<file path="config.mk">
export PLATFORM = sky130hd
export DESIGN_NAME = simon_key_schedule
export DESIGN_NICKNAME = d
export VERILOG_FILES = /design/src/rtl/simon_pkg.sv /design/src/rtl/simon_key_round.sv /design/src/rtl/simon_key_schedule.sv
export SDC_FILE = /design/constraint.sdc
export NUM_CORES = 2
export LEC_CHECK = 0
export BUFFER_PORTS_ARGS = -buffer_cell sky130_fd_sc_hd__buf_2
export CAP_MARGIN = 15
export CELL_PAD_IN_SITES_DETAIL_PLACEMENT = 0
export CELL_PAD_IN_SITES_GLOBAL_PLACEMENT = 2
export CORE_ASPECT_RATIO = 0.75
export CORE_MARGIN = 1.5
export CORE_UTILIZATION = 37
export CTS_CLUSTER_SIZE = 28
export DETAILED_ROUTE_END_ITERATION = 10
export PLACE_DENSITY = 0.77
export SYNTH_ARGS = -nofsm -noshare
export SYNTH_HDL_FRONTEND = slang
export SYNTH_SLANG_ARGS = --single-unit
</file>
<file path="constraint.sdc">
create_clock -name clk -period 4.11 [get_ports clk]
set_clock_uncertainty 0.2 [all_clocks]
set_input_delay 0.2055 -clock clk [delete_from_list [all_inputs] [get_ports clk]]
set_output_delay 0.2055 -clock clk [all_outputs]
set_load 0.02 [all_outputs]
</file>
<file path="src/rtl/simon_pkg.sv">
// Shared SIMON definitions: z-sequences, key-schedule state encoding and the
// standard (N,M,T,J) parameter sets.
package simon_pkg;

    typedef enum logic [1:0] {
        IDLE,
        EXPAND,
        READY
    } key_state_t;

    typedef struct packed {
        int unsigned n;
        int unsigned m;
        int unsigned t;
        int unsigned j;
    } simon_cfg_t;

    localparam int NUM_CFGS = 10;

    localparam simon_cfg_t SIMON_CFGS [NUM_CFGS] = '{
        '{16, 4, 32, 0},
        '{24, 3, 36, 0},
        '{24, 4, 36, 1},
        '{32, 3, 42, 2},
        '{32, 4, 44, 3},
        '{48, 2, 52, 2},
        '{48, 3, 54, 3},
        '{64, 2, 68, 2},
        '{64, 3, 69, 3},
        '{64, 4, 72, 4}
    };

    // Written exactly as published, so sequence bit 0 is the literal's MSB.
    localparam logic [61:0] Z_SEQ [5] = '{
        62'b11111010001001010110000111001101111101000100101011000011100110,
        62'b10001110111110010011000010110101000111011111001001100001011010,
        62'b10101111011100000011010010011000101000010001111110010110110011,
        62'b11011011101011000110010111100000010010001010011100110100001111,
        62'b11010001111001101011011000100000010111000011001010010011101111
    };

    function automatic logic z_bit(input logic [61:0] z, input logic [5:0] idx);
        return z[6'd61 - idx];
    endfunction

endpackage

</file>
<file path="src/rtl/simon_key_round.sv">
// One step of the SIMON key expansion: derives k[i] from k[i-1], k[i-3],
// k[i-M] and the current z-sequence bit.
module simon_key_round #(
    parameter int N = 16,
    parameter int M = 4
) (
    input  logic [N-1:0] i_km1,
    input  logic [N-1:0] i_km3,
    input  logic [N-1:0] i_kmM,
    input  logic         i_z,
    output logic [N-1:0] o_next
);

    localparam logic [N-1:0] C = {{(N-2){1'b1}}, 2'b00};

    logic [N-1:0] w_tmp;

    always_comb begin
        w_tmp = {i_km1[2:0], i_km1[N-1:3]};
        if (M == 4) begin
            w_tmp = w_tmp ^ i_km3;
        end
        w_tmp  = w_tmp ^ {w_tmp[0], w_tmp[N-1:1]};
        o_next = C ^ {{(N-1){1'b0}}, i_z} ^ i_kmM ^ w_tmp;
    end

endmodule

</file>
<file path="src/rtl/simon_key_schedule.sv">
// SIMON round-key expansion and storage: captures the master key on loadKEY,
// expands one word per cycle into a T-entry buffer and serves registered reads.
module simon_key_schedule
    import simon_pkg::*;
#(
    parameter int N = 16,
    parameter int M = 4,
    parameter int T = 32,
    parameter int J = 0
) (
    input  logic                clk,
    input  logic                nR,
    input  logic                loadKEY,
    input  logic [M-1:0][N-1:0] KEY,
    input  logic [7:0]          rdIDX,
    output logic [N-1:0]        rKEY,
    output logic                keyBUSY,
    output logic                keyREADY,
    output logic                keyDONE
);

    generate
        if (T > 255 || T <= M) begin : g_bad_t
            $error("simon_key_schedule: T must satisfy M < T <= 255");
        end
        if (M < 2 || M > 4) begin : g_bad_m
            $error("simon_key_schedule: M must be 2, 3 or 4");
        end
        if (J < 0 || J > 4) begin : g_bad_j
            $error("simon_key_schedule: J must be 0 to 4");
        end
    endgenerate

    localparam int          IW    = (T > 1) ? $clog2(T) : 1;
    localparam logic [7:0]  T8    = 8'(T);
    localparam logic [7:0]  M8    = 8'(M);
    localparam logic [7:0]  LAST8 = 8'(T - 1);
    localparam logic [61:0] ZJ    = Z_SEQ[J];

    key_state_t   r_state;
    key_state_t   w_nextState;
    logic [7:0]   r_idx;
    logic [5:0]   r_zIdx;
    logic [N-1:0] r_buf [T];
    logic         r_done;

    logic         w_last;
    logic         w_z;
    logic [7:0]   w_i1;
    logic [7:0]   w_i3;
    logic [7:0]   w_iM;
    logic [N-1:0] w_km1;
    logic [N-1:0] w_km3;
    logic [N-1:0] w_kmM;
    logic [N-1:0] w_next;

    assign w_last = (r_state == EXPAND) && (r_idx == LAST8);
    assign w_z    = z_bit(ZJ, r_zIdx);

    always_comb begin
        w_nextState = r_state;
        if (loadKEY) begin
            w_nextState = EXPAND;
        end else if (w_last) begin
            w_nextState = READY;
        end
    end

    always_ff @(posedge clk or negedge nR) begin
        if (!nR) begin
            r_state <= IDLE;
        end else begin
            r_state <= w_nextState;
        end
    end

    // A load during the final expansion edge restarts the run, so it also suppresses keyDONE.
    always_ff @(posedge clk or negedge nR) begin
        if (!nR) begin
            r_idx  <= '0;
            r_zIdx <= '0;
            r_done <= 1'b0;
        end else begin
            r_done <= w_last && !loadKEY;
            if (loadKEY) begin
                r_idx  <= M8;
                r_zIdx <= '0;
            end else if (r_state == EXPAND) begin
                r_idx  <= r_idx + 8'd1;
                r_zIdx <= (r_zIdx == 6'd61) ? 6'd0 : r_zIdx + 6'd1;
            end
        end
    end

    always_comb begin
        w_i1  = r_idx - 8'd1;
        w_i3  = r_idx - 8'd3;
        w_iM  = r_idx - M8;
        w_km1 = (w_i1 < T8) ? r_buf[w_i1[IW-1:0]] : '0;
        w_km3 = (M == 4 && w_i3 < T8) ? r_buf[w_i3[IW-1:0]] : '0;
        w_kmM = (w_iM < T8) ? r_buf[w_iM[IW-1:0]] : '0;
    end

    simon_key_round #(
        .N(N),
        .M(M)
    ) u_round (
        .i_km1 (w_km1),
        .i_km3 (w_km3),
        .i_kmM (w_kmM),
        .i_z   (w_z),
        .o_next(w_next)
    );

    always_ff @(posedge clk or negedge nR) begin
        if (!nR) begin
            for (int k = 0; k < T; k++) begin
                r_buf[k] <= '0;
            end
        end else if (loadKEY) begin
            for (int k = 0; k < M; k++) begin
                r_buf[k] <= KEY[k];
            end
        end else if (r_state == EXPAND) begin
            r_buf[r_idx[IW-1:0]] <= w_next;
        end
    end

    always_ff @(posedge clk or negedge nR) begin
        if (!nR) begin
            rKEY <= '0;
        end else begin
            rKEY <= (rdIDX < T8) ? r_buf[rdIDX[IW-1:0]] : '0;
        end
    end

    assign keyBUSY  = (r_state == EXPAND);
    assign keyREADY = (r_state == READY);
    assign keyDONE  = r_done;

endmodule
</file>
# Word-level counts from Yosys, hierarchy flattened
# Memories as Yosys holds them, arrays and structs flattened.
# Cells that the tools add are included.
# Widths: inputs -> output; s select.
# totals
regBits,545
rom_bits,64
out_inout_bits,19
elab_cells,105
n_memories,1
# op_classes
addsub,6
n_lt_le_gt_ge,11
eq_ne,4
mux,29
n_bitwise,10
n_reduce_logical,7
# memory_table
memory,depth,word_bits,rd,rd_ports_with_merged_regs,wr,line,source
(name not given),64,1,1,0,0,simon_pkg.sv:43,return z[6'd61 - idx];
# op_table
operator,count
$bwmux 512,1
$mux 512,1
$bmux 16 s5,4
$mux 16,13
$demux 16 s5,1
$mux 64,1
$xor 16x16->16,4
$lt 8x6->1 const B,4
$ge 6x6->1 const B,5
$not 5->6,5
$mux 6,3
$mux 8,2
$add 8x1->8 const B,1
$eq 8x5->1 const B,1
$sub 8x1->8 const B,1
$sub 8x2->8 const B,1
$sub 8x3->8 const B,1
$lt 6x7->1 const B,1
$add 6x1->6 const B,1
$eq 6x6->1 const B,1
$lt 6x1->1 const B,1
$sub 6x6->6 const A,1
$mux 2,2
$reduce_bool 2->1,2
other kinds (7),9

# Depth between registers and ports, before layout
# logic_depth
word_depth,12
ltp_mapped,20

# By module
# Synthesis repeated with hierarchy kept, for this count alone.
# hier_totals
cells_unflattened,3342
hier_area_um2,38552.0
# modules_own_cells
mod,n_inst,cells_each,area_per_inst_um2
simon_key_schedule,1,3309,38034.0
simon_key_round,1,33,518.0

# Worst setup path after synthesis
# OpenSTA, ideal clock, no wires.
# synth_path
path_kind,register to register
startpoint,reg r_idx[0]
endpoint,reg r_buf[264] in the netlist's numbering
setup_time_ns,0.083
arrival_time_ns,3.832
required_time_ns,3.827
setup_slack_ns,-0.005
stages_incl_launch_ff,16
path_buffers,6
synth_period_minus_slack_ns,4.115
cell_sequence,dfrtp_1 > buf_6 > inv_6 > buf_6 > buf_12 > buf_6 > ha_1 > buf_4 > mux4_2 > mux4_2 > mux2_2 > nand2_1 > xor2_1 > xor3_1 > clkbuf_2 > o21ai_0
# synth_via
elab_chain_len,10
elab_cells_between_ends,32
classes_between,add/sub (3); order compare (5); mux (15); bitwise (8); reduce/logical (1)
# synth_lines
element,line,source
start: declaration,simon_key_schedule.sv:42,logic [7:0] r_idx;
start signal: assignment,simon_key_schedule.sv:89,r_idx <= r_idx + 8'd1;
$sub 8x1->8 / $sub 8x2->8 (equally long branches),"simon_key_schedule.sv:96, simon_key_schedule.sv:97",
$not 5->6 (on tied branches),"simon_key_schedule.sv:99, simon_key_schedule.sv:100",
$bmux 16 s5 (on tied branches),"simon_key_schedule.sv:99, simon_key_schedule.sv:100",
$mux 16 (on tied branches) (3 in a row),"simon_key_schedule.sv:99, simon_key_schedule.sv:100",
$xor 16x16->16,simon_key_round.sv:21,w_tmp = w_tmp ^ i_km3;
$xor 16x16->16,simon_key_round.sv:23,"w_tmp = w_tmp ^ {w_tmp[0], w_tmp[N-1:1]};"
$xor 16x16->16,simon_key_round.sv:24,"o_next = C ^ {{(N-1){1'b0}}, i_z} ^ i_kmM ^ w_tmp;"
$bwmux 512 *,simon_key_schedule.sv:125,r_buf[r_idx[IW-1:0]] <= w_next;
end signal: indexed assignment,simon_key_schedule.sv:122,r_buf[k] <= KEY[k];
end signal: indexed assignment,simon_key_schedule.sv:125,
end: declaration,simon_key_schedule.sv:44,logic [N-1:0] r_buf [T];
# Mark *: on every way between the ends. The rest lies on a longest branch, timed or not. The select of a mux whose other input is x is not followed.
# A chain may end at the register's enable or synchronous reset.

# Final worst setup path
# layout_path
startpoint,reg r_idx[0]
endpoint,reg r_buf[496] in the netlist's numbering
# layout_via
elab_chain_len,12
elab_cells_between_ends,34
classes_between,add/sub (3); order compare (5); mux (17); bitwise (8); reduce/logical (1)
# layout_lines
element,line,source
$sub 8x1->8 / $sub 8x2->8 (equally long branches),"simon_key_schedule.sv:96, simon_key_schedule.sv:97",
$not 5->6 (on tied branches),"simon_key_schedule.sv:99, simon_key_schedule.sv:100",
$bmux 16 s5 (on tied branches),"simon_key_schedule.sv:99, simon_key_schedule.sv:100",
$mux 16 (on tied branches) (3 in a row),"simon_key_schedule.sv:99, simon_key_schedule.sv:100",
$xor 16x16->16,simon_key_round.sv:21,
$xor 16x16->16,simon_key_round.sv:23,
$xor 16x16->16,simon_key_round.sv:24,
$bwmux 512 *,simon_key_schedule.sv:125,
$mux 512 *,simon_key_schedule.sv:124,end else if (r_state == EXPAND) begin
$mux 64 *,simon_key_schedule.sv:120,end else if (loadKEY) begin
# Marked as above.

==> impl_metrics.env <==
export IMPL_status="complete, no violations"
export IMPL_totalWireLength_mm=145
export IMPL_cts_tree="done"
export IMPL_crit_reg2reg_capture="r_buf[496]"
export IMPL_drt_pass1_iterations=6
export IMPL_grt_pass1_vias=29700
export IMPL_synth_seq_cells=545
export IMPL_drcViolationCount=0
export IMPL_ioPinCount=94
export IMPL_worstReg2RegStart="r_idx[0]"
export IMPL_maxSlewHeadroom_pct=33.0
export IMPL_drv_cap=0
export IMPL_root_buffer="clkbuf_16"
export IMPL_arrival_ns=4.42
export IMPL_h_tree_depth=2
export IMPL_synth_simple_area_share_pct=9.14
export IMPL_clk_path_buf_depth=3
export IMPL_gp_congestion=0.910
export IMPL_synth_mux_area_fraction_pct=33.8
export IMPL_reg2reg_depth=16
export IMPL_synth_xor_area_share_pct=2.10
export IMPL_wl_per_cell_um=30.2
export IMPL_p_per_area_mw_per_mm2=556
export IMPL_fin_crit_ns=4.07
export IMPL_drive_above_1_share_pct=30.5
export IMPL_grt_max_degree=110
export IMPL_comb_power_share_pct=47.2
export IMPL_cp_startpoint="r_idx[0]"
export IMPL_synthArstFlopShare_pct=100
export IMPL_synth_edf_count=0
export IMPL_grt_overflow_total=0
export IMPL_dp_hpwl_mm=97.0
export IMPL_die_h_um=278
export IMPL_synth_ff_type="dfrtp_1"
export IMPL_p_int_mw=14.1
export IMPL_grt_antenna_before_repair=2
export IMPL_fp_row_count=100
export IMPL_clockPowerShare_pct=23.6
export IMPL_fmax_mhz=245
export IMPL_endpoint_kind="flip-flop"
export IMPL_core_area_mm2=0.0996
export IMPL_tightestPinTransition_ns=0.977
export IMPL_die_width_um=370
export IMPL_peakVddDrop_uv=727
export IMPL_start_kind="flip-flop"
export IMPL_hold_path_class="input pin to async pin"
export IMPL_power_frac_seq_pct=29.2
export IMPL_fin_crit_sh_pct=99.1
export IMPL_worst_setup_path_type="flip-flop to flip-flop"
export IMPL_nFillCells=9295
export IMPL_r2r_slack_ns=0.04
export IMPL_avgSynthCellArea_um2=11.5
export IMPL_synth_compound_area_share_pct=13.2
export IMPL_numCtsBuffers=58
export IMPL_synth_seq_area_share_pct=36.5
export IMPL_crit_required_ns=4.46
export IMPL_setup_tns_ns=0
export IMPL_die_area_mm2=0.103
export IMPL_viasPerCell=6.40
export IMPL_vias=30900
export IMPL_syn_area_mm2=0.0373
export IMPL_clkTransAtPathRegs_ns=0.07
export IMPL_final_nets=3530
export IMPL_insertion_delay_ns=0.66
export IMPL_synth_cells=3261
export IMPL_setup_viol=0
export IMPL_syn2layout_area_growth_pct=17.9
export IMPL_maxSlewViolCount=0
export IMPL_grt_pass1_wl_mm=213
export IMPL_numClockSinks=545
export IMPL_hold_viol=0
export IMPL_io_buffers=93
export IMPL_synth_top_family_by_area="multiplexers"
export IMPL_ant_nets=0
export IMPL_start_util_pct=37.5
export IMPL_synth_nets=3350
export IMPL_crit_fanout=32
export IMPL_swShare_pct=42.3
export IMPL_track_usage_pct=28.1
export IMPL_yosys_warnings=0
export IMPL_drt_initial_drc_count=3639
export IMPL_hold_worst_slack_ns=0.0548
export IMPL_power_switching_mw=10.4
export IMPL_synthAdderAreaFrac_pct=0.469
export IMPL_synth_cell_types=65
export IMPL_p_leak_nw=17.6
sequential cells by signal (all words and copies together) (netlist names):
| name | cells |
|---|---|
| keyDONE | 1 |
| r_state | 2 |
| rKEY | 16 |
| r_buf | 512 |
| r_zIdx | 6 |
| r_idx | 8 |
layout make-up:
cell class	count	area, um2	area share, %
diodes	4	10.0	0.0227
clock buffers	78	1650	3.74
clock inverters	31	403	0.915
inverters	12	50.0	0.114
multi-input cells	2362	22200	50.4
flip-flops and latches	545	13600	31.0
well taps	1326	1660	3.77
repair buffers	462	4430	10.1
worst max-delay path by stage:
stage	to	slack [ns]	cells after the start
final	r_buf[496]	0.04	16
after global routing	r_buf[320]	-0.004	16
after CTS	r_buf[15]	0.005	14
after detailed placement	r_buf[15]	-0.15	14
after global placement	r_buf[15]	-0.06	14
after floorplan	r_buf[264]	-0.005	15
synthesized netlist by cell type, types with 8 or more instances:
cell type    n  share of area (%)
ha_1        14               0.47
a221oi_1    71                1.7
o21ai_1    274                3.7
nand4_1     18               0.30
o21ai_2     30               0.70
xor2_1      18               0.42
and3_1       9               0.15
o21ai_0    251                3.4
buf_4       33               0.66
buf_2       72               0.96
a32oi_1     16               0.38
nand3_1    104                1.4
xnor3_1     10               0.60
o221ai_1    10               0.23
a21oi_1     14               0.19
buf_6       28               0.84
a22oi_1    101                2.0
o22ai_1     12               0.20
nand2_1    617                6.2
mux2i_1    166                4.4
nor2_1      38               0.38
buf_1       18               0.18
clkbuf_1   180                1.8
mux4_2     485                 29
xnor2_1     22               0.52
a31oi_1      8               0.13
clkbuf_2     9               0.12
inv_1        9              0.090
a22o_1      10               0.23
dfrtp_1    545                 37
power by group through the flow:
stage / clock [mW] / sequential (mW) / combinational, mW
CTS: 5.86 / 7.08 / 11.3
global placement: 0 / 7.15 / 11.2
finish: 5.77 / 7.14 / 11.6
detailed placement: 0 / 7.17 / 11.2
floorplan: 0 / 6.81 / 6.96
global route: 6.08 / 7.24 / 12.2
critical path, stage by stage, from the launching register on:
cell and delay [ns]:
dfrtp_4 0.45, inv_6 0.06, ha_1 0.22, buf_12 0.15
xnor2_4 0.22, buf_12 0.21, buf_6 0.21, mux4_2 0.32
a22o_1 0.27, a221oi_2 0.27, o22ai_1 0.17, xnor2_2 0.28
buf_4 0.18, buf_4 0.10, xnor3_1 0.24, buf_12 0.20
o21ai_0 0.18
kinds of logic (layout without fill, tap and decap cells):
family / count (synthesis) / count (layout)
fa+ha+maj: 14 / 14
buf+inv: 354 / 583
mux: 654 / 654
simple gates: 821 / 821
compound gates: 813 / 813
other cells: 0 / 4
flops: 545 / 545
xor+xnor: 60 / 60
cells in the final DEF, fill, tap and decap left out, types with 37 or more instances in the layout:
cell and count:
nor2_1 37, buf_2 90, nand3_1 103, buf_4 219, clkbuf_16 62, mux4_2 485
a22oi_1 101, o21ai_0 242, a221oi_1 66, dfrtp_1 543, o21ai_1 283, nand2_1 617
dlygate4sd3_1 72, mux2i_1 166, buf_12 64
routing by layer:
layer / wire length [um] / GRT usage [%] / vias up
li1: - / - / 13000
met3: 17700 / 9.32 / 239
met2: 61800 / 39.5 / 1792
met1: 62100 / 41.3 / 15800
met5: 0 / 0 / -
met4: 3860 / 7.37 / 0
through the flow:
step	total power, mW	cells	area, um2	util, %	setup WS [ns]
floorplan	13.8	3261	37300	-	-0.00479
global placement	18.3	4613	40800	41.0	-0.0574
detailed placement	18.4	4613	40800	41.0	-0.151
CTS	24.2	4798	43700	43.8	0.00495
global route	25.6	4816	44000	44.2	-0.00404
finish	24.5	4820	44000	44.2	0.0363
timing repair:
item	in CTS	in global routing
endpoints found under the hold margin	555	0
hold buffers	73	0
pin swaps	2	8
gates resized for setup	3	35
setup endpoints to repair	52	345
gates cloned	1	3
setup buffers	2	14
Note: power is estimated with default switching activity, not from simulation.
